`config.mk`:
```
export PLATFORM = sky130hd
export DESIGN_NAME = exec_muldiv
export DESIGN_NICKNAME = d
export VERILOG_FILES = /design/src/rtl/exec_muldiv_pkg.sv /design/src/rtl/exec_muldiv_div_iter.sv /design/src/rtl/exec_muldiv.sv
export SDC_FILE = /design/constraint.sdc
export NUM_CORES = 2
export LEC_CHECK = 0
export ABC_AREA = 1
export CAP_MARGIN = 25
export CORE_ASPECT_RATIO = 0.5
export CORE_UTILIZATION = 50
export DETAILED_ROUTE_END_ITERATION = 8
export GPL_TIMING_DRIVEN = 0
export HOLD_SLACK_MARGIN = 0.1
export PLACE_DENSITY = 0.75
export SYNTH_ARGS = -nofsm -noshare
export SYNTH_HDL_FRONTEND = slang
export SYNTH_SLANG_ARGS = --single-unit
```
`constraint.sdc`:
```
create_clock -name clk -period 14.3 [get_ports clk]
set_input_delay 3.575 -clock clk [delete_from_list [all_inputs] [get_ports clk]]
set_output_delay 3.575 -clock clk [all_outputs]
set_load 0.02 [all_outputs]
```
`src/rtl/exec_muldiv_pkg.sv`:
```
// ----------------------------------------------------------------------------
// mips_muldiv_pkg
// Shared definitions for the Execute-stage multiply/divide unit:
//   - operation encodings presented on the op port
//   - FSM state type
//   - divider iteration count
//   - small helper that classifies an operation as signed
// ----------------------------------------------------------------------------
package mips_muldiv_pkg;

  localparam logic [1:0] MD_MULT  = 2'b00;
  localparam logic [1:0] MD_MULTU = 2'b01;
  localparam logic [1:0] MD_DIV   = 2'b10;
  localparam logic [1:0] MD_DIVU  = 2'b11;

  localparam int DIV_ITERS = 32;

  typedef enum logic [2:0] {
    ST_IDLE = 3'd0,
    ST_MUL  = 3'd1,
    ST_DIV  = 3'd2,
    ST_SIGN = 3'd3,
    ST_DONE = 3'd4
  } md_state_t;

  // op[0] clear means the signed flavour (MULT / DIV)
  function automatic logic is_signed_op(input logic [1:0] op);
    return ~op[0];
  endfunction

endpackage

```
`src/rtl/exec_muldiv_div_iter.sv`:
```
// ----------------------------------------------------------------------------
// div_iter
// Unsigned radix-2 restoring divider core, one quotient bit per step.
// Ports:
//   clk, reset           clock, asynchronous active-high reset
//   load                 capture dividend/divisor and clear the remainder
//   dividend, divisor    unsigned operands (sampled on load)
//   step                 perform one restoring iteration
//   quotient, remainder  running results; final after WIDTH steps
// The quotient register doubles as the dividend shift register: each step
// shifts its MSB into the partial remainder and its freed LSB receives the
// new quotient bit. A zero divisor yields garbage here; the caller overrides.
// ----------------------------------------------------------------------------
module div_iter #(
  parameter int WIDTH = 32
) (
  input  logic             clk,
  input  logic             reset,
  input  logic             load,
  input  logic [WIDTH-1:0] dividend,
  input  logic [WIDTH-1:0] divisor,
  input  logic             step,
  output logic [WIDTH-1:0] quotient,
  output logic [WIDTH-1:0] remainder
);

  logic [WIDTH-1:0] rem_r;
  logic [WIDTH-1:0] quo_r;
  logic [WIDTH-1:0] dvsr_r;
  logic [WIDTH:0]   shift_s;
  logic [WIDTH:0]   diff_s;

  // Trial subtraction of the divisor from the shifted partial remainder
  always_comb begin
    shift_s = {rem_r, quo_r[WIDTH-1]};
    diff_s  = shift_s - {1'b0, dvsr_r};
  end

  // Divider state: load operands or perform one restoring iteration
  always_ff @(posedge clk or posedge reset) begin
    if (reset) begin
      rem_r  <= {WIDTH{1'b0}};
      quo_r  <= {WIDTH{1'b0}};
      dvsr_r <= {WIDTH{1'b0}};
    end else if (load) begin
      rem_r  <= {WIDTH{1'b0}};
      quo_r  <= dividend;
      dvsr_r <= divisor;
    end else if (step) begin
      if (!diff_s[WIDTH]) begin
        // subtraction fits: keep the difference, quotient bit is 1
        rem_r <= diff_s[WIDTH-1:0];
        quo_r <= {quo_r[WIDTH-2:0], 1'b1};
      end else begin
        // restore: partial remainder is below the divisor, so it fits WIDTH bits
        rem_r <= shift_s[WIDTH-1:0];
        quo_r <= {quo_r[WIDTH-2:0], 1'b0};
      end
    end else begin
      rem_r  <= rem_r;
      quo_r  <= quo_r;
      dvsr_r <= dvsr_r;
    end
  end

  assign quotient  = quo_r;
  assign remainder = rem_r;

endmodule

```
`src/rtl/exec_muldiv.sv`:
```
// ----------------------------------------------------------------------------
// exec_muldiv
// Multi-cycle multiply/divide unit of the Execute stage. Produces the HI/LO
// pair for MULT, MULTU, DIV and DIVU.
// Ports:
//   clk, reset     clock, asynchronous active-high reset
//   start          request an operation (accepted in IDLE or DONE)
//   op             00 MULT, 01 MULTU, 10 DIV, 11 DIVU
//   src_a, src_b   rs / rt operands
//   flush          abort any operation, return to IDLE
//   stall          hold Execute and earlier stages
//   busy           operation in flight (MUL, DIV or SIGN)
//   done           one-cycle pulse, hi/lo valid
//   hi, lo         upper product / remainder, lower product / quotient
// Latency from acceptance at cycle t: MUL done at t+1+MUL_LATENCY,
// DIV done at t+34 (32 iterations, one SIGN cycle, then DONE).
// ----------------------------------------------------------------------------
module exec_muldiv
  import mips_muldiv_pkg::*;
#(
  parameter int WIDTH       = 32,
  parameter int MUL_LATENCY = 1
) (
  input  logic             clk,
  input  logic             reset,
  input  logic             start,
  input  logic [1:0]       op,
  input  logic [WIDTH-1:0] src_a,
  input  logic [WIDTH-1:0] src_b,
  input  logic             flush,
  output logic             stall,
  output logic             busy,
  output logic             done,
  output logic [WIDTH-1:0] hi,
  output logic [WIDTH-1:0] lo
);

  localparam logic [5:0] MUL_LAST = 6'(MUL_LATENCY - 1);
  localparam logic [5:0] DIV_LAST = 6'(DIV_ITERS - 1);

  md_state_t        state_r;
  logic [5:0]       cnt_r;
  logic [1:0]       op_r;
  logic [WIDTH-1:0] a_r;
  logic [WIDTH-1:0] b_r;
  logic [WIDTH-1:0] hi_r;
  logic [WIDTH-1:0] lo_r;
  logic             done_r;
  logic             busy_r;

  logic             accept_s;
  logic             in_flight_s;
  logic             step_s;
  logic [WIDTH-1:0] a_mag_s;
  logic [WIDTH-1:0] b_mag_s;
  logic [WIDTH-1:0] quo_s;
  logic [WIDTH-1:0] rem_s;
  logic [WIDTH-1:0] q_fix_s;
  logic [WIDTH-1:0] r_fix_s;
  logic             neg_q_s;
  logic             neg_r_s;
  logic [2*WIDTH-1:0] ext_a_s;
  logic [2*WIDTH-1:0] ext_b_s;
  logic [2*WIDTH-1:0] prod_s;

  // Acceptance, stall and divider stepping decode from the current state
  always_comb begin
    in_flight_s = (state_r == ST_MUL) || (state_r == ST_DIV) || (state_r == ST_SIGN);
    accept_s    = start && !flush && ((state_r == ST_IDLE) || (state_r == ST_DONE));
    step_s      = (state_r == ST_DIV);
  end

  assign stall = accept_s | in_flight_s;

  // Operand magnitudes handed to the unsigned divider core at acceptance
  always_comb begin
    a_mag_s = src_a;
    b_mag_s = src_b;
    if (is_signed_op(op) && src_a[WIDTH-1]) begin
      a_mag_s = -src_a;
    end else begin
      a_mag_s = src_a;
    end
    if (is_signed_op(op) && src_b[WIDTH-1]) begin
      b_mag_s = -src_b;
    end else begin
      b_mag_s = src_b;
    end
  end

  div_iter #(.WIDTH(WIDTH)) u_div_iter (
    .clk       (clk),
    .reset     (reset),
    .load      (accept_s),
    .dividend  (a_mag_s),
    .divisor   (b_mag_s),
    .step      (step_s),
    .quotient  (quo_s),
    .remainder (rem_s)
  );

  // Full-width product: sign- or zero-extend to 2*WIDTH, keep the low 2*WIDTH bits
  always_comb begin
    ext_a_s = {{WIDTH{a_r[WIDTH-1] & is_signed_op(op_r)}}, a_r};
    ext_b_s = {{WIDTH{b_r[WIDTH-1] & is_signed_op(op_r)}}, b_r};
    prod_s  = ext_a_s * ext_b_s;
  end

  // Sign fixup of the divider result; divide by zero bypasses the fixup
  always_comb begin
    neg_q_s = (op_r == MD_DIV) && (a_r[WIDTH-1] ^ b_r[WIDTH-1]);
    neg_r_s = (op_r == MD_DIV) && a_r[WIDTH-1];
    q_fix_s = quo_s;
    r_fix_s = rem_s;
    if (b_r == {WIDTH{1'b0}}) begin
      q_fix_s = {WIDTH{1'b1}};
      r_fix_s = a_r;
    end else begin
      if (neg_q_s) begin
        q_fix_s = -quo_s;
      end else begin
        q_fix_s = quo_s;
      end
      if (neg_r_s) begin
        r_fix_s = -rem_s;
      end else begin
        r_fix_s = rem_s;
      end
    end
  end

  // Control FSM with registered done/busy and the HI/LO result registers
  always_ff @(posedge clk or posedge reset) begin
    if (reset) begin
      state_r <= ST_IDLE;
      cnt_r   <= 6'd0;
      op_r    <= 2'b00;
      a_r     <= {WIDTH{1'b0}};
      b_r     <= {WIDTH{1'b0}};
      hi_r    <= {WIDTH{1'b0}};
      lo_r    <= {WIDTH{1'b0}};
      done_r  <= 1'b0;
      busy_r  <= 1'b0;
    end else if (flush) begin
      // abort: results keep their previous values, no done follows
      state_r <= ST_IDLE;
      done_r  <= 1'b0;
      busy_r  <= 1'b0;
    end else begin
      case (state_r)
        ST_IDLE, ST_DONE: begin
          done_r <= 1'b0;
          if (start) begin
            op_r    <= op;
            a_r     <= src_a;
            b_r     <= src_b;
            cnt_r   <= 6'd0;
            busy_r  <= 1'b1;
            state_r <= op[1] ? ST_DIV : ST_MUL;
          end else begin
            busy_r  <= 1'b0;
            state_r <= ST_IDLE;
          end
        end
        ST_MUL: begin
          if (cnt_r == MUL_LAST) begin
            hi_r    <= prod_s[2*WIDTH-1:WIDTH];
            lo_r    <= prod_s[WIDTH-1:0];
            done_r  <= 1'b1;
            busy_r  <= 1'b0;
            state_r <= ST_DONE;
          end else begin
            cnt_r   <= cnt_r + 6'd1;
          end
        end
        ST_DIV: begin
          if (cnt_r == DIV_LAST) begin
            state_r <= ST_SIGN;
          end else begin
            cnt_r   <= cnt_r + 6'd1;
          end
        end
        ST_SIGN: begin
          hi_r    <= r_fix_s;
          lo_r    <= q_fix_s;
          done_r  <= 1'b1;
          busy_r  <= 1'b0;
          state_r <= ST_DONE;
        end
        default: begin
          done_r  <= 1'b0;
          busy_r  <= 1'b0;
          state_r <= ST_IDLE;
        end
      endcase
    end
  end

  assign busy = busy_r;
  assign done = done_r;
  assign hi   = hi_r;
  assign lo   = lo_r;

endmodule

```
; After elaboration in Yosys (flattened, before gate mapping)
; Index checks and enable logic that the tools add are counted.
[totals]
ff_bits = 237
out_inout_bits = 67
[classes]
n_eq_ne = 13
mux = 33
reduce_logical = 22
n_bitwise = 7
n_addsub = 6
mul = 1
[op_table]
columns = operator, n
row1 = $mux 32, 13
row2 = $neg 32->32, 4
row3 = $pmux 32 s2, 2
row4 = $mul 33x33->64, 1
row5 = $sub 33x32->33, 1
row6 = $logic_not 32->1, 1
row7 = $mux 6, 3
row8 = $pmux 6 s3, 1
row9 = $pmux 3 s4, 1
row10 = $mux 3, 3
row11 = $ne 2x2->1 const B, 4
row12 = $add 6x1->6 const B, 1
row13 = $eq 3x2->1 const B, 2
row14 = $eq 6x5->1 const B, 1
row15 = $logic_and 1x1->1, 6
row16 = $logic_not 6->1, 1
row17 = $mux 1, 6
row18 = $ne 3x2->1 const B, 2
row19 = $pmux 1 s3, 2
row20 = $reduce_and 3->1, 2
row21 = $reduce_and 5->1, 1
row22 = $mux 2, 2
row23 = $reduce_and 2->1, 2
row24 = $reduce_bool 2->1, 2
row25 = 13 further kinds, 18

; Logic depth before layout (Yosys ltp)
[depth]
word_depth = 5
depth_mapped = 35
depth_no_buf = 33

; Hierarchy
; From an unflattened synthesis, not the netlist that was laid out.
[hier_totals]
hier_cells = 7640
area_unflattened_um2 = 56619.3
[modules_own_cells]
columns = mod, instances, area_per_inst_um2, seq_area_each_um2, cells_each
row1 = exec_muldiv, 1, 49946.7, 3528.4, 6622
row2 = div_iter, 1, 6672.6, 2402.3, 1018

; Worst setup path before layout
; No wires, ideal clock.
[synth_timing]
path_type = input -> output
from = in start
to = out stall
path_stages = 6
t_arrival_ns = 4.663
slack_ns = 6.062
path_buffers = 2
required_time_ns = 10.725
path_cell_list = nand3_1 > nor2_2 > inv_2 > clkbuf_1 > buf_1 > nand3_1
[synth_via]
elab_chain_cells = 3
[synth_rtl]
columns = element, line_no
row1 = "start, declared", exec_muldiv.sv:26  ; input logic start,
row2 = $logic_and 1x1->1 (2 in a row), exec_muldiv.sv:69  ; accept_s = start && !flush && ((state_r == ST_IDLE) || (state_r == ST_DONE));
row3 = $or 1x1->1, exec_muldiv.sv:73  ; assign stall = accept_s | in_flight_s;
row4 = "end, declared", exec_muldiv.sv:31  ; output logic stall,
; No other way between the ends.

; Worst setup path after layout
[layout_timing]
from = reg a_r[31]
to = reg hi_r[24] (netlist: hi[24])
[layout_via]
elab_chain_cells = 4
word_cells_on_any_way = 7
cone_classes = 1 x mul / 4 x mux / 1 x bitwise / 1 x reduce/logical
[layout_rtl]
columns = element, line_no
row1 = "start, declared", exec_muldiv.sv:44  ; logic [WIDTH-1:0] a_r;
row2 = "start signal, assigned", exec_muldiv.sv:138  ; a_r <= {WIDTH{1'b0}};
row3 = "start signal, assigned", exec_muldiv.sv:155  ; a_r <= src_a;
row4 = $and 1x1->1 or $logic_and 1x1->1 (tied branches), "exec_muldiv.sv:104, exec_muldiv.sv:112"
row5 = $mul 33x33->64 or $mux 32 (tied branches), "exec_muldiv.sv:106, exec_muldiv.sv:124"
row6 = "$mux 32, on equally long branches", "exec_muldiv.sv:166, exec_muldiv.sv:115"
row7 = $pmux 32 s2 (*), exec_muldiv.sv:150  ; case (state_r)
row8 = "end signal, assigned", exec_muldiv.sv:140  ; hi_r <= {WIDTH{1'b0}};
row9 = "end signal, assigned", exec_muldiv.sv:167  ; hi_r <= prod_s[2*WIDTH-1:WIDTH];
row10 = "end signal, assigned", exec_muldiv.sv:184  ; hi_r <= r_fix_s;
row11 = "end, declared", exec_muldiv.sv:46  ; logic [WIDTH-1:0] hi_r;
; Mark *: on every way between the ends. The rest lies on a longest branch, timed or not. The select of a mux whose other input is x is not followed.
; A chain may end at the register's enable or synchronous reset.

==> impl_metrics.json <==
{
  "post-route-util_pct": 55.1,
  "via_per_inst": 5.66,
  "cts.clk_slew.worst_paths_ns": 0.07,
  "globalRouteOverflowTotal": 0,
  "place_congestion": 1.08,
  "ant_nets": 0,
  "worstMarginPinSlew_ns": 1.26,
  "dp_hpwl_microns": 189000,
  "grt_max_degree": 96,
  "cts_setup_buffers": 0,
  "critPathMaxStageDelay_ns": 0.90,
  "grt_pass1_vias": 51500,
  "worstSetupPathType": "register to register",
  "reg2regPathDepth": 27,
  "ys_ff_latch": 236,
  "io_pins": 137,
  "min_period_ns": 10.16,
  "start_util_pct": 50.6,
  "dp_slack_ns": 4.17,
  "cts.sinks": 236,
  "rrSetupSlack_ns": 4.14,
  "finalHoldViolations": 0,
  "setup_violations": 0,
  "synth_cell_type_count": 57,
  "vias": 52100,
  "hold_buffers": 0,
  "cts_resized": 0,
  "yosys_warnings": 0,
  "ys_seq_area_share_pct": 10.6,
  "routed_wl_microns": 224000,
  "fmax_mhz": 98.4,
  "drtIter0Drc": 7071,
  "die_width_microns": 475,
  "rsz0062_at_grt": "false",
  "worstReg2RegStart": "a_r[31]",
  "clockBufferDepth": 3,
  "numCtsBuffers": 30,
  "drt-pass1-iter-count": 9,
  "syn_inst": 7471,
  "cp-startpoint": "a_r[31]",
  "drive_gt1_share_pct": 1.87,
  "grt_pass1_wl_microns": 329000,
  "cts_root_buf": "clkbuf_16",
  "cts_tree": "built",
  "arrival_ns": 10.64,
  "slowest_stage": "fa_1",
  "status": "finished clean",
  "wire_per_inst_microns": 24.3,
  "cpMostUsedCell": "fa_1",
  "io_buffer_count": 136,
  "route.detailed.drc": 0,
  "clk_latency_ns": 0.63,
  "hold_path.class": "register to register",
  "synth_ff_type": "dfrtp_1",
  "period_share_pct": 71.1,
  "layout_setup_ws_ns": 4.14,
  "syn_to_final_growth_pct": 8.97,
  "cp_max_fo": 10,
  "r2r_end": "hi[24]",
  "synth_edf_count": 0,
  "fin_skew_ns": 0.0739,
  "synth.avg_cell_area_sq_um": 7.47,
  "synth_async_sr_flop_share_pct": 100,
  "maxCapViolCount": 0,
  "cp-start-kind": "register",
  "maxSlewHeadroom_pct": 16.2,
  "rows": 86,
  "synth_area_sq_um": 55800,
  "die-height_microns": 238,
  "end_kind": "register",
  "report.final.slew_viol_count": 0,
  "grtUsageTotal_pct": 40.1,
  "final_nets": 9124,
  "antenna_found_initial": 23,
  "syn_nets": 8918,
  "crit_end": "hi[24]",
  "core_area_sq_um": 110000,
  "cp_data_required_time_ns": 14.78,
  "h-tree-depth": 1,
  "die-area_sq_um": 113000,
  "setup-tns-final_ns": 0
}
==> area by class of cell <==
type | count | area (sq um)
Fill cell | 10700 | 49600
Buffer | 353 | 1380
Inverter | 1888 | 7090
Timing Repair Buffer | 174 | 2020
Sequential cell | 236 | 5910
Clock buffer | 42 | 876
Antenna cell | 16 | 40.0
Tap cell | 1496 | 1870
Multi-Input combinational cell | 4994 | 41500
Clock inverter | 13 | 193
==> per-stage QoR <==
stage | cell area (sq um) | hold slack, ns | instances
after detailed placement | 59500 | 0.466 | 9128
final | 60800 | 0.484 | 9212
after global placement | 59100 | 0.465 | 9103
after floorplan | 55800 | 0.451 | 7471
after global routing | 60800 | 0.499 | 9200
after CTS | 60600 | 0.484 | 9183
==> flip-flops by register name, indices dropped and copies added (netlist names) <==
register	count
lo	32
op_r	2
u_div_iter.quotient	32
done	1
u_div_iter.dvsr_r	31
state_r	3
u_div_iter.remainder	32
a_r	32
cnt_r	6
b_r	32
hi	32
busy	1
==> layout by cell type, fill, tap and decap left out, types with 13 or more instances in the layout <==
cell,count
a21oi_1,278
a31oi_1,20
buf_1,14
buf_2,16
buf_8,27
clkbuf_1,322
clkbuf_16,30
clkdlybuf4s50_1,136
dfrtp_1,236
diode_2,16
fa_1,1126
ha_1,251
inv_1,1869
inv_2,15
nand2_1,2018
nand3_1,279
nand3b_1,13
nand4_1,61
nor2_1,474
nor3_1,36
o211ai_1,21
o21ai_0,223
o21bai_1,23
o221ai_1,15
xnor2_1,20
xor2_1,47
==> routing by layer <==
layer	vias to the layer above	track usage [%]	share of wire [%]
li1	22300	-	-
met1	25400	53.0	38
met2	3689	55.9	40
met3	750	16.1	16
met4	30	21.7	6.4
met5	-	0.597	0.16
==> cells in the mapped netlist, types with 2 or more instances <==
cell type	count	area (sq um)
o21ai_0	223	1120
o31ai_1	4	30.0
a21boi_0	4	30.0
inv_2	15	56.3
o21a_1	8	60.1
o21bai_1	23	173
o22ai_1	8	50.1
nor3_2	2	20.0
or2_2	4	25.0
ha_1	251	3140
fa_1	1126	22500
a311oi_1	2	17.5
o2111ai_1	2	17.5
a211oi_1	2	15.0
o21ai_1	7	35.0
o32ai_1	2	17.5
nor3_4	4	65.1
o211ai_1	21	158
a21oi_1	278	1390
buf_2	16	80.1
o221ai_1	15	131
nand3_1	279	1400
nand3b_1	13	97.6
clkbuf_1	318	1190
nand4_1	61	382
nand2_1	2018	7570
a22oi_1	7	52.6
nor3b_1	2	15.0
xnor2_1	20	175
clkinv_1	3	11.3
nor3_1	36	180
a21o_1	5	37.5
nor2_1	474	1780
buf_1	14	52.6
nor2_2	3	18.8
a32oi_1	2	17.5
xor2_1	47	412
nor4_1	7	43.8
buf_6	3	33.8
a31oi_1	20	125
dfrtp_1	236	5910
buf_4	2	15.0
inv_1	1870	7020
==> cell families after synthesis <==
kind of cell / count (synthesis) / synth area share, %
and+or+nand+nor: 2910 / 20.9
DFF: 236 / 10.6
buffers and inverters: 2241 / 15.2
AOI/OAI and AO/OA: 640 / 6.34
xor gates and xnor gates: 67 / 1.05
adders and majority gates: 1377 / 46.0
==> how the worst min path moves through the flow <==
stage | cells past startpoint | from | slack (ns) | end
3_5_place_dp | 2 | lo[6] | 0.47 | lo[6]
2_1_floorplan | 2 | u_div_iter.dvsr_r[20] | 0.45 | u_div_iter.dvsr_r[20]
6_report | 2 | lo[1] | 0.48 | lo[1]
4_1_cts | 2 | lo[6] | 0.48 | lo[6]
3_3_place_gp | 2 | lo[3] | 0.47 | lo[3]
5_1_grt | 2 | hi[4] | 0.50 | hi[4]
==> worst max-delay path: cells and delay by family (launching register included) <==
family,cells,cell delay (ns)
compound gates,1,0.23
simple gates,8,2.32
fa+ha+maj,9,4.91
flops,1,0.34
buf+inv,9,2.26
Power is not shown: default switching activity piles up to over one toggle a cycle in this logic, so the estimate is an artifact.
